===== config.mk =====
export PLATFORM = sky130hd
export DESIGN_NAME = hazard_control_flat
export DESIGN_NICKNAME = d
export VERILOG_FILES = /design/src/rtl/hazard_control_if.sv /design/src/rtl/hazard_control.sv /design/src/flat_wrapper.sv
export SDC_FILE = /design/constraint.sdc
export NUM_CORES = 1
export LEC_CHECK = 0
export BUFFER_PORTS_ARGS = -buffer_cell sky130_fd_sc_hd__buf_2
export CORE_UTILIZATION = 55
export CTS_BUF_LIST = sky130_fd_sc_hd__clkbuf_16
export DETAILED_ROUTE_END_ITERATION = 12
export PLACE_DENSITY = 0.86
export SLEW_MARGIN = 0
export SYNTH_ARGS = -nofsm -noshare
export SYNTH_HDL_FRONTEND = slang
export SYNTH_SLANG_ARGS = --single-unit

===== constraint.sdc =====
create_clock -name clock -period 6.5 [get_ports clock]
set_input_delay 1.3 -clock clock [delete_from_list [all_inputs] [get_ports clock]]
set_output_delay 1.3 -clock clock [all_outputs]
set_load 0.02 [all_outputs]

===== src/rtl/hazard_control_if.sv =====
// hazard_control_if: ID/EX/MEM hazard inputs and pipeline-register controls of the hazard sequencer
interface hazard_control_if #(parameter int CNT_WIDTH = 16);
  logic [4:0] registerRsID, registerRtID, registerRdEX, registerRdMEM;
  logic useRsID, useRtID, branchID, branchTaken, jumpID;
  logic memReadEX, regWriteEX, memReadMEM;
  logic pcWrite, ifIdWrite, idExBubble, ifIdFlush, stalling;
  logic [CNT_WIDTH-1:0] stallCycles, flushCount;
  modport master (
    output registerRsID, registerRtID, useRsID, useRtID, branchID, branchTaken, jumpID,
           memReadEX, regWriteEX, registerRdEX, memReadMEM, registerRdMEM,
    input  pcWrite, ifIdWrite, idExBubble, ifIdFlush, stalling, stallCycles, flushCount
  );
  modport slave (
    input  registerRsID, registerRtID, useRsID, useRtID, branchID, branchTaken, jumpID,
           memReadEX, regWriteEX, registerRdEX, memReadMEM, registerRdMEM,
    output pcWrite, ifIdWrite, idExBubble, ifIdFlush, stalling, stallCycles, flushCount
  );
endinterface


===== src/rtl/hazard_control.sv =====
// hazard_control: load-use/branch-operand stall sequencer with IF/ID flush and saturating perf counters
module hazard_control #(parameter int CNT_WIDTH = 16) (
  input logic clock,
  input logic reset,
  hazard_control_if.slave hz
);
  typedef enum logic {RUN, STALL} state_t;
  state_t state_q, state_d;
  logic [1:0] rem_q, rem_d, need;
  logic [CNT_WIDTH-1:0] stall_cnt_q, stall_cnt_d, flush_cnt_q, flush_cnt_d;
  logic ex_hit, mem_hit;
  always_comb begin
    ex_hit = (hz.useRsID && hz.registerRsID != 5'd0 && hz.registerRdEX == hz.registerRsID) ||
             (hz.useRtID && hz.registerRtID != 5'd0 && hz.registerRdEX == hz.registerRtID);
    mem_hit = (hz.useRsID && hz.registerRsID != 5'd0 && hz.registerRdMEM == hz.registerRsID) ||
              (hz.useRtID && hz.registerRtID != 5'd0 && hz.registerRdMEM == hz.registerRtID);
    // Priority order matters: a loaded branch operand needs the extra MEM-stage bubble
    need = (hz.branchID && hz.memReadEX && ex_hit) ? 2'd2 :
           (hz.memReadEX && ex_hit) ? 2'd1 :
           (hz.branchID && hz.regWriteEX && ex_hit) ? 2'd1 :
           (hz.branchID && hz.memReadMEM && mem_hit) ? 2'd1 : 2'd0;
  end
  always_comb begin
    state_d = state_q;
    rem_d = rem_q;
    hz.pcWrite = 1'b1;
    hz.ifIdWrite = 1'b1;
    hz.idExBubble = 1'b0;
    hz.ifIdFlush = 1'b0;
    if (reset) begin
      hz.pcWrite = 1'b0;
      hz.ifIdWrite = 1'b0;
      hz.idExBubble = 1'b1;
      hz.ifIdFlush = 1'b1;
    end else if (state_q == STALL) begin
      hz.pcWrite = 1'b0;
      hz.ifIdWrite = 1'b0;
      hz.idExBubble = 1'b1;
      rem_d = rem_q - 2'd1;
      state_d = (rem_q == 2'd1) ? RUN : STALL;
    end else if (need != 2'd0) begin
      hz.pcWrite = 1'b0;
      hz.ifIdWrite = 1'b0;
      hz.idExBubble = 1'b1;
      rem_d = need - 2'd1;
      state_d = (need > 2'd1) ? STALL : RUN;
    end else begin
      hz.ifIdFlush = (hz.branchID && hz.branchTaken) || hz.jumpID;
    end
    stall_cnt_d = (hz.idExBubble && !(&stall_cnt_q)) ? stall_cnt_q + 1'b1 : stall_cnt_q;
    flush_cnt_d = (hz.ifIdFlush && !(&flush_cnt_q)) ? flush_cnt_q + 1'b1 : flush_cnt_q;
  end
  always_ff @(posedge clock or posedge reset) begin
    if (reset) begin
      state_q <= RUN;
      rem_q <= 2'd0;
      stall_cnt_q <= '0;
      flush_cnt_q <= '0;
    end else begin
      state_q <= state_d;
      rem_q <= rem_d;
      stall_cnt_q <= stall_cnt_d;
      flush_cnt_q <= flush_cnt_d;
    end
  end
  assign hz.stalling = (state_q == STALL);
  assign hz.stallCycles = stall_cnt_q;
  assign hz.flushCount = flush_cnt_q;
endmodule


===== src/flat_wrapper.sv =====
// flat-port wrapper written by rule: the top's interface ports become plain ports
module hazard_control_flat 
#(parameter int CNT_WIDTH = 16)
  (clock, reset, hz_registerRsID, hz_registerRtID, hz_useRsID, hz_useRtID, hz_branchID, hz_branchTaken, hz_jumpID, hz_memReadEX, hz_regWriteEX, hz_registerRdEX, hz_memReadMEM, hz_registerRdMEM, hz_pcWrite, hz_ifIdWrite, hz_idExBubble, hz_ifIdFlush, hz_stalling, hz_stallCycles, hz_flushCount);
  hazard_control_if #(.CNT_WIDTH(CNT_WIDTH)) hz_i ();
  input logic clock;
  input logic reset;
  input wire logic [$bits(hz_i.registerRsID)-1:0] hz_registerRsID;
  input wire logic [$bits(hz_i.registerRtID)-1:0] hz_registerRtID;
  input wire logic [$bits(hz_i.useRsID)-1:0] hz_useRsID;
  input wire logic [$bits(hz_i.useRtID)-1:0] hz_useRtID;
  input wire logic [$bits(hz_i.branchID)-1:0] hz_branchID;
  input wire logic [$bits(hz_i.branchTaken)-1:0] hz_branchTaken;
  input wire logic [$bits(hz_i.jumpID)-1:0] hz_jumpID;
  input wire logic [$bits(hz_i.memReadEX)-1:0] hz_memReadEX;
  input wire logic [$bits(hz_i.regWriteEX)-1:0] hz_regWriteEX;
  input wire logic [$bits(hz_i.registerRdEX)-1:0] hz_registerRdEX;
  input wire logic [$bits(hz_i.memReadMEM)-1:0] hz_memReadMEM;
  input wire logic [$bits(hz_i.registerRdMEM)-1:0] hz_registerRdMEM;
  output wire logic [$bits(hz_i.pcWrite)-1:0] hz_pcWrite;
  output wire logic [$bits(hz_i.ifIdWrite)-1:0] hz_ifIdWrite;
  output wire logic [$bits(hz_i.idExBubble)-1:0] hz_idExBubble;
  output wire logic [$bits(hz_i.ifIdFlush)-1:0] hz_ifIdFlush;
  output wire logic [$bits(hz_i.stalling)-1:0] hz_stalling;
  output wire logic [$bits(hz_i.stallCycles)-1:0] hz_stallCycles;
  output wire logic [$bits(hz_i.flushCount)-1:0] hz_flushCount;
  assign hz_i.registerRsID = hz_registerRsID;
  assign hz_i.registerRtID = hz_registerRtID;
  assign hz_i.useRsID = hz_useRsID;
  assign hz_i.useRtID = hz_useRtID;
  assign hz_i.branchID = hz_branchID;
  assign hz_i.branchTaken = hz_branchTaken;
  assign hz_i.jumpID = hz_jumpID;
  assign hz_i.memReadEX = hz_memReadEX;
  assign hz_i.regWriteEX = hz_regWriteEX;
  assign hz_i.registerRdEX = hz_registerRdEX;
  assign hz_i.memReadMEM = hz_memReadMEM;
  assign hz_i.registerRdMEM = hz_registerRdMEM;
  assign hz_pcWrite = hz_i.pcWrite;
  assign hz_ifIdWrite = hz_i.ifIdWrite;
  assign hz_idExBubble = hz_i.idExBubble;
  assign hz_ifIdFlush = hz_i.ifIdFlush;
  assign hz_stalling = hz_i.stalling;
  assign hz_stallCycles = hz_i.stallCycles;
  assign hz_flushCount = hz_i.flushCount;
  hazard_control #(.CNT_WIDTH(CNT_WIDTH)) u_core (.clock(clock), .reset(reset), .hz(hz_i));
endmodule

==> results of run 1 <==
metal layers:
| layer | vias up | share of wire, % |
|---|---|---|
| met5 | - | 0 |
| met4 | 0 | 0.46 |
| met3 | 4 | 5.2 |
| met2 | 63 | 52 |
| met1 | 859 | 43 |
| li1 | 849 | - |
state kept, by name, summed over array words and instances, names as in the netlist:
| name | cells |
|---|---|
| u_core.hz.stallCycles | 16 |
| u_core.hz.stalling | 1 |
| u_core.hz.flushCount | 16 |
| u_core.rem_q | 2 |
path summary, 6_finish.rpt:
path                                          start                        end  slack [ns]  depth (start not counted)
max                              hz_registerRtID[3]               hz_ifIdFlush        1.82                          8
min                         u_core.hz.flushCount[9]    u_core.hz.flushCount[9]        0.48                          1
max reg2reg                u_core.hz.stallCycles[5]   u_core.hz.stallCycles[1]        3.76                          8
min reg2reg                 u_core.hz.flushCount[9]    u_core.hz.flushCount[9]        0.48                          1
max in group asynchronous                     reset   u_core.hz.stallCycles[3]        4.98                          3
min in group asynchronous                     reset  u_core.hz.stallCycles[14]        1.21                          3
logic make-up (layout without fill, tap and decap cells):
kind of cell,Yosys count,in the layout,share of synthesized area [%]
DFF,35,35,42.09
adders and majority gates,3,3,1.804
and+or+nand+nor,83,83,25.20
xor gates and xnor gates,49,49,20.63
muxes,4,4,2.165
AOI/OAI and AO/OA,12,12,4.269
buffers and inverters,10,82,3.849
power groups by stage:
stage	Combinational [mW]	Clock [mW]	Sequential [mW]
6_report	0.332	0.218	0.363
5_1_grt	0.364	0.231	0.376
4_1_cts	0.335	0.221	0.364
3_5_place_dp	0.330	0	0.366
3_3_place_gp	0.322	0	0.361
2_1_floorplan	0.155	0	0.426
worst max-delay path: stages:
cell	delay [ns]
buf_2	0.13
or4_1	0.12
o21ai_1	0.07
or4_1	0.56
a21o_1	0.20
a31oi_2	0.69
nor2_1	0.10
buf_2	0.19
per-stage QoR:
| step | cells | area, um^2 |
|---|---|---|
| final | 314 | 2567 |
| after detailed placement | 306 | 2430 |
| after floorplan | 196 | 2081 |
| after global routing | 314 | 2567 |
| after CTS | 314 | 2567 |
| after global placement | 306 | 2430 |
placed cells by master, fill, tap and decap left out:
cell type and n:
a211oi_1 1, a21o_1 2, a21oi_1 2, a31oi_2 1
and3_1 6, and4_1 2, and4_4 1, buf_2 66
buf_4 3, clkbuf_16 5, clkinv_2 1, dfrtp_1 35
ha_1 3, inv_1 7, mux2_2 4, nand2_1 13
nand2b_1 1, nand3_1 18, nand3b_1 1, nor2_1 6
nor3_1 7, nor3b_1 1, nor4_1 13, nor4_4 3
nor4b_1 7, o211ai_2 1, o21ai_0 1, o21ai_1 2
o21ai_2 1, o31ai_1 1, or4_1 3, or4_4 1
xnor2_1 12, xor2_1 37
layout make-up:
cell class              count  share of cell area (%)
multi-input cells         151                   43.81
clock buffers               5                   4.873
inverters                   5                  0.7310
clock inverters             3                  0.4873
repair buffers             69                   13.74
flip-flops and latches     35                   34.11
well taps                  46                   2.242
synthesized netlist by cell type, types with 2 or more instances:
library cell	instances
a21o_1	2
a21oi_1	2
and3_1	6
and4_1	2
buf_6	3
dfrtp_1	35
ha_1	3
inv_1	5
mux2_2	4
nand2_1	13
nand3_1	18
nor2_1	6
nor3_1	7
nor4_1	13
nor4_4	3
nor4b_1	7
o21ai_1	2
or4_1	3
xnor2_1	12
xor2_1	37
==> impl_summary.md, run 1 <==
Run status
The flow ran to the end, and the final reports show no timing, DRC or antenna violations.

Floorplanning
The starting utilization of the core area is 59.99%. The die area is 4033 um^2. The region available for standard cell placement spans 3468 um^2. The number of placement rows is 21. The number of top-level pins is 67.

The die height is 63.51 um. In this run the horizontal extent of the chip is 63.51 um.

Power and ir drop
The static leakage power is 1.204 nW. The clock network burns 23.9% of the power. The worst-case IR drop observed on VDD is 232.2 uV. Cell internal power was estimated by the tool at 0.5522 mW.

Power spread over the standard cell area amounts to 355.6 nW/um^2. The switching power of the nets is 0.3608 mW. The total power is 0.9130 mW. The switching share of total power is 39.52%. Registers are responsible for 39.8% of the overall power. In this run, the combinational gates consume 36.3% of the power.

Detailed routing
The via count normalized by instance count is 5.653. The DRC violation count after routing is 0. The wire length per cell is 14.58 um. The first detailed-routing pass ran for 4 iterations. The first routing iteration left 155 violations. The count of nets left with antenna violations after detail routing is 0. The total length of routed wires is 4.578 mm. For this block, the via count after detailed routing is 1775.

Clock network
After clock tree synthesis, the flow added hold-fix buffers numbering 0. The worst-case clock buffer depth is 2. The H-tree was split into 2 levels. Clock-pin slew was measured on the worst setup and hold paths at 0.05 ns. The total clock buffers created by CTS is 5. The number of setup buffers added after CTS is 0. The number of gates resized after CTS was 0. TritonCTS built the clock tree.

The number of sinks handled by clock tree synthesis is 35. CTS placed an instance of clkbuf_16 at the clock tree root. For the worst-skew pair, the clock arrives at the later sink with an insertion delay of 0.27 ns.

STA
Setup violations remaining at the end of the flow were counted as 0. Hold timing on the final database bottoms out at a slack of 0.4805 ns. At the pin with the least slew margin, the transition time is 0.8314 ns. Headroom to the max-slew limit came out at 44.40%.

The final hold violation count is 0. Setup repair after global routing left no endpoint under its margin. The number of slew-limit violations in the final report is 0.

The fmax is 0.2137 GHz. The final worst clock skew is 0.002966 ns. The post-route minimum period is 4.680 ns. Setup slack closes at 1.820 ns. In the final timing run, aggregate negative setup slack is 0 ns. The part of the cycle the worst path needs is 72.00%.

Layout
The count of nets after finishing is 300. The area of the multi-input gates is 1125 um^2. Counting the fill cells in the layout gives 256. The repair_antennas step left the layout with diodes totalling 0. The final core area utilization is 74.03%. The flip-flop and latch area is 875.8 um^2.

The area added between synthesis and finish is 23.39%. The layout cell share with drive strength beyond 1 is 32.46%.

Logic synthesis
The primary flip-flop cell chosen by synthesis mapping is dfrtp_1. The synthesized design contains 0 enable-type register cells. The number of warning messages in the yosys log is 0. In the post-synthesis netlist, the biggest area contributors are dfrtp_1 42%, xor2_1 16%, xnor2_1 5.1%, nand3_1 4.3%, nor4_1 3.9%. The netlist area before placement is 2081 um^2. The count of unique library cells instantiated by Yosys is 33. The number of cells produced by synthesis is 196. The average footprint of a synthesized cell is 10.62 um^2. The fraction of the yosys area taken by sequential cells is 42.09%. Of all flip-flops after synthesis, the portion carrying an async set or reset was 100.0%. Of all cell types, the one taking the most synthesized area is dfrtp_1. When the netlist entered floorplanning its net count stood at 229. The flip-flop and latch count after synthesis is 35.

The proportion of netlist area held by the largest area contributor is 42.09%.

Placed design
The placed wire-length estimate is 3.369 mm. The congestion estimate from routability-driven global placement came to 0.9676. During placement, the flow inserted port buffers numbering 66. Timing analysis after detailed placement gives a worst setup slack of 1.872 ns.

Setup path
The type of the worst setup path is in2out. The nature of the critical path endpoint is an output pin. The category of the worst setup path launch point is a primary input. The maximum fanout along the worst path is 19. Data on the critical path arrives at its endpoint at 3.38 ns. Data on the critical path is required at its endpoint by 5.20 ns.

Global routing
Global routing finished with a remaining overflow of 0. The layer flagged by global routing as most heavily used is met2. The initial antenna violation count is 0. The overall fraction of global-route tracks in use is 25.32%. The via count of the first global-routing pass is 1758. The met1 track demand over resource in global routing is 33.60%.

For met3 alone, demand over resource in global routing was 6.159%. The first global-routing pass estimated 8.038 mm of wire. The global-route met2 utilization is 42.02%. Entering global routing, the biggest net connects 38 pins.

Run
The number of max-cap violations is 0.

Min path
The worst hold-check path type is reg2reg.
Note: power is estimated with default switching activity, not from simulation.
==> run 2: changes to the inputs <==
--- a/config.mk
+++ b/config.mk
@@ -6,10 +6,10 @@
 export NUM_CORES = 1
 export LEC_CHECK = 0
 export BUFFER_PORTS_ARGS = -buffer_cell sky130_fd_sc_hd__buf_2
-export CORE_UTILIZATION = 55
+export CORE_UTILIZATION = 46
 export CTS_BUF_LIST = sky130_fd_sc_hd__clkbuf_16
 export DETAILED_ROUTE_END_ITERATION = 12
-export PLACE_DENSITY = 0.86
+export PLACE_DENSITY = 0.76
 export SLEW_MARGIN = 0
 export SYNTH_ARGS = -nofsm -noshare
 export SYNTH_HDL_FRONTEND = slang
==> constraint.sdc (replaced) <==
create_clock -name clock -period 3.8 [get_ports clock]
set_input_delay 0.76 -clock clock [delete_from_list [all_inputs] [get_ports clock]]
set_output_delay 0.76 -clock clock [all_outputs]
set_load 0.02 [all_outputs]
==> run 2 against run 1 <==
  * Critical endpoint is now hz_ifIdWrite
  * Largest power group unchanged
  * Core utilization fell by 15 points
  * Highest routed layer unchanged
  * Clock skew is essentially flat
  * Critical path depth shrank 1
  * First-iteration DRC count fell by 66%
==> impl_summary.md, run 2 (synthesis results as in run 1) <==
Placed design
The port buffer count is 66 (unchanged). The placed cell area is 2445 um^2 (+0.62%). The placed wire-length estimate is 3.389 mm (+0.60%). The global placement routability congestion came to 0.9560 (-1.2%).

Setup path
The slowest stage cell on the critical path is or4_1. The type of the worst setup path is in2out. The worst path arrival time came to 2.50 ns (-0.88 ns). The delay of the slowest critical-path stage is 0.52 ns (-0.17 ns). Among cell families on the critical path, the largest total delay comes from simple AND/OR/NAND/NOR gates. The nature of the critical path endpoint is an output pin. The critical path required time came to 3.04 ns (-2.16 ns). The number of cells on the worst reg-to-reg path is 8 (unchanged). The maximum fanout along the worst path came to 18 (-1). The worst setup path is launched from a primary input. The worst path buffer plus inverter count is 2 (unchanged). The critical path goes through buf_2 > or4_1 > o21ai_1 > or4_1 > a21o_1 > and4_4 > buf_2. The terminus of the critical flop-to-flop path is u_core.hz.stallCycles[1]. The setup slack of the most critical reg-to-reg path is 1.61 ns (-2.15 ns).

In this run the critical register-to-register path is launched from u_core.hz.stallCycles[5].

Floorplanning
The die area is 4796 um^2 (+19%). The width of the die is 69.26 um (+9.1%). The number of placement rows is 24 (+14%). The die height is 69.26 um (+9.1%). The starting utilization of the core area is 47.79% (-12 points). The number of top-level pins came to 67 (unchanged).

The core area is 4354 um^2 (+26%).

Clock network
The clock tree from TritonCTS is built. The register clock-pin slew on the reported worst setup and hold paths was 0.05 ns (about the same). The insertion delay to the later sink of the worst-skew pair is 0.27 ns (about the same). The number of hold buffers added after CTS was 0 (unchanged). The deepest level of the CTS H-tree is 2 (unchanged). The number of sinks handled by clock tree synthesis was 35 (unchanged).

Clock tree synthesis selected as its root buffer the cell clkbuf_16. The total clock buffers created by CTS is 5 (unchanged). The count of instances resized after the clock tree is built is 0 (unchanged). The number of setup buffers added after CTS was 0 (unchanged). The worst-case clock buffer depth was 2 (unchanged).

STA
The transition time of the tightest slew-check pin came to 0.5223 ns (-0.3090 ns). The fmax is 0.3066 GHz. The post-route worst hold slack is 0.4832 ns (+0.002744 ns). Setup repair after global routing left no endpoint under its margin. The part of the cycle the worst path needs is 85.83%. The remaining max-slew budget at the tightest pin came to 64.94% (+21 points). The final worst clock skew is 0.003451 ns (+0.0004843 ns). The count of final setup violators is 0 (unchanged). The post-route minimum period is 3.261 ns.

The final total negative setup slack is 0 ns (unchanged). The final hold violation count is 0 (unchanged). The number of slew-limit violations in the final report came to 0 (unchanged).

Min path
The beginning of the worst hold path is u_core.hz.stallCycles[10]. The worst hold path depth is 1 (unchanged). The worst hold-check path type is reg2reg. The path with the worst hold slack has its endpoint at u_core.hz.stallCycles[10].

Global routing
The via count of the first global-routing pass was 1769 (+0.63%). The initial antenna violation count is 0 (unchanged). The total congestion overflow after global routing was 0 (unchanged). The overall fraction of global-route tracks in use is 19.93% (-5.4 points). The first-pass GRT wire length is 7.728 mm (-3.9%). The largest net degree at the start of global routing was 38 (unchanged).

Layout
The layout cell share with drive strength beyond 1 is 32.58% (+0.12 points). The area of the multi-input gates is 1125 um^2 (unchanged). The filler cell count is 396 (+55%).

The final design instance area without fill is 2574 um^2 (+0.24%). The number of diodes added for antenna fixing is 0 (unchanged). The count of nets after finishing is 301 (+0.33%). In the layout the commonest cells are 66 x buf_2, 37 x xor2_1, 35 x dfrtp_1, 18 x nand3_1. The area added between synthesis and finish is 23.69%.

The flip-flop and latch area is 875.8 um^2 (unchanged). The library cell used most frequently in the layout, excluding fill and tap cells, is buf_2.

Power and ir drop
The power per unit of standard cell area came to 601.5 nW/um^2 (+69%). The peak supply drop is 373.2 uV (+61%). The static leakage power came to 1.200 nW (-0.32%).

Detailed routing
The routed via count is 1740 (-2.0%). The number of design-rule violations left by the first detailed-router iteration is 52 (-66%). The DRC violation count after routing is 0 (unchanged). The number of search-and-repair iterations in the first detailed-routing pass was 4 (unchanged). The wire length per cell is 14.26 um (-2.2%).

The total length of routed wires came to 4.550 mm (-0.61%). The via count normalized by instance count is 5.455 (-3.5%). The count of nets left with antenna violations after detail routing is 0 (unchanged).

Run status
The run finished with clean final reports.

Run
The number of max-cap violations is 0 (unchanged).
## run 2: where the power goes
part,internal (mW),total (mW),switching [mW]
sequential,0.489,0.620,0.131
combinational,0.220,0.562,0.342
clock,0.232,0.367,0.134
total,0.941,1.55,0.607
## run 2: area by class of cell
cell class	count	area share, %
clock inverter	1	0.1458
inverter	5	0.7292
sequential	35	34.03
multi-input combinational	151	43.70
tap	52	2.528
timing repair buffer	70	14.00
clock buffer	5	4.861
## run 2: how the worst max path moves through the flow
stage                         end                from  slack, ns  depth (start not counted)
finish               hz_ifIdWrite  hz_registerRtID[0]       0.54                          7
global route         hz_ifIdWrite  hz_registerRtID[0]       0.45                          7
CTS                  hz_ifIdWrite  hz_registerRtID[0]       0.54                          7
detailed placement   hz_ifIdWrite  hz_registerRtID[0]       0.54                          7
global placement    hz_idExBubble  hz_registerRtID[0]       0.56                          8
floorplan            hz_ifIdFlush  hz_registerRtID[0]       0.69                          7
## run 2: per-stage QoR
step	util (%)	std cells	setup slack, ns	power [mW]
after global placement	56.15	313	0.5626	1.171
after floorplan	-	196	0.6887	0.9941
after global routing	59.11	319	0.4516	1.649
after detailed placement	56.15	313	0.5402	1.192
final	59.11	319	0.5386	1.548
after CTS	59.11	319	0.5426	1.568
## run 2: routing by layer
| layer | routed length (um) | global-route usage, % | share of wire [%] |
|---|---|---|---|
| met1 | 1996 | 23.70 | 44 |
| met2 | 2274 | 34.30 | 50 |
| met3 | 229 | 6.250 | 5.0 |
| met4 | 50 | 6.122 | 1.1 |
| met5 | 0 | 0 | 0 |
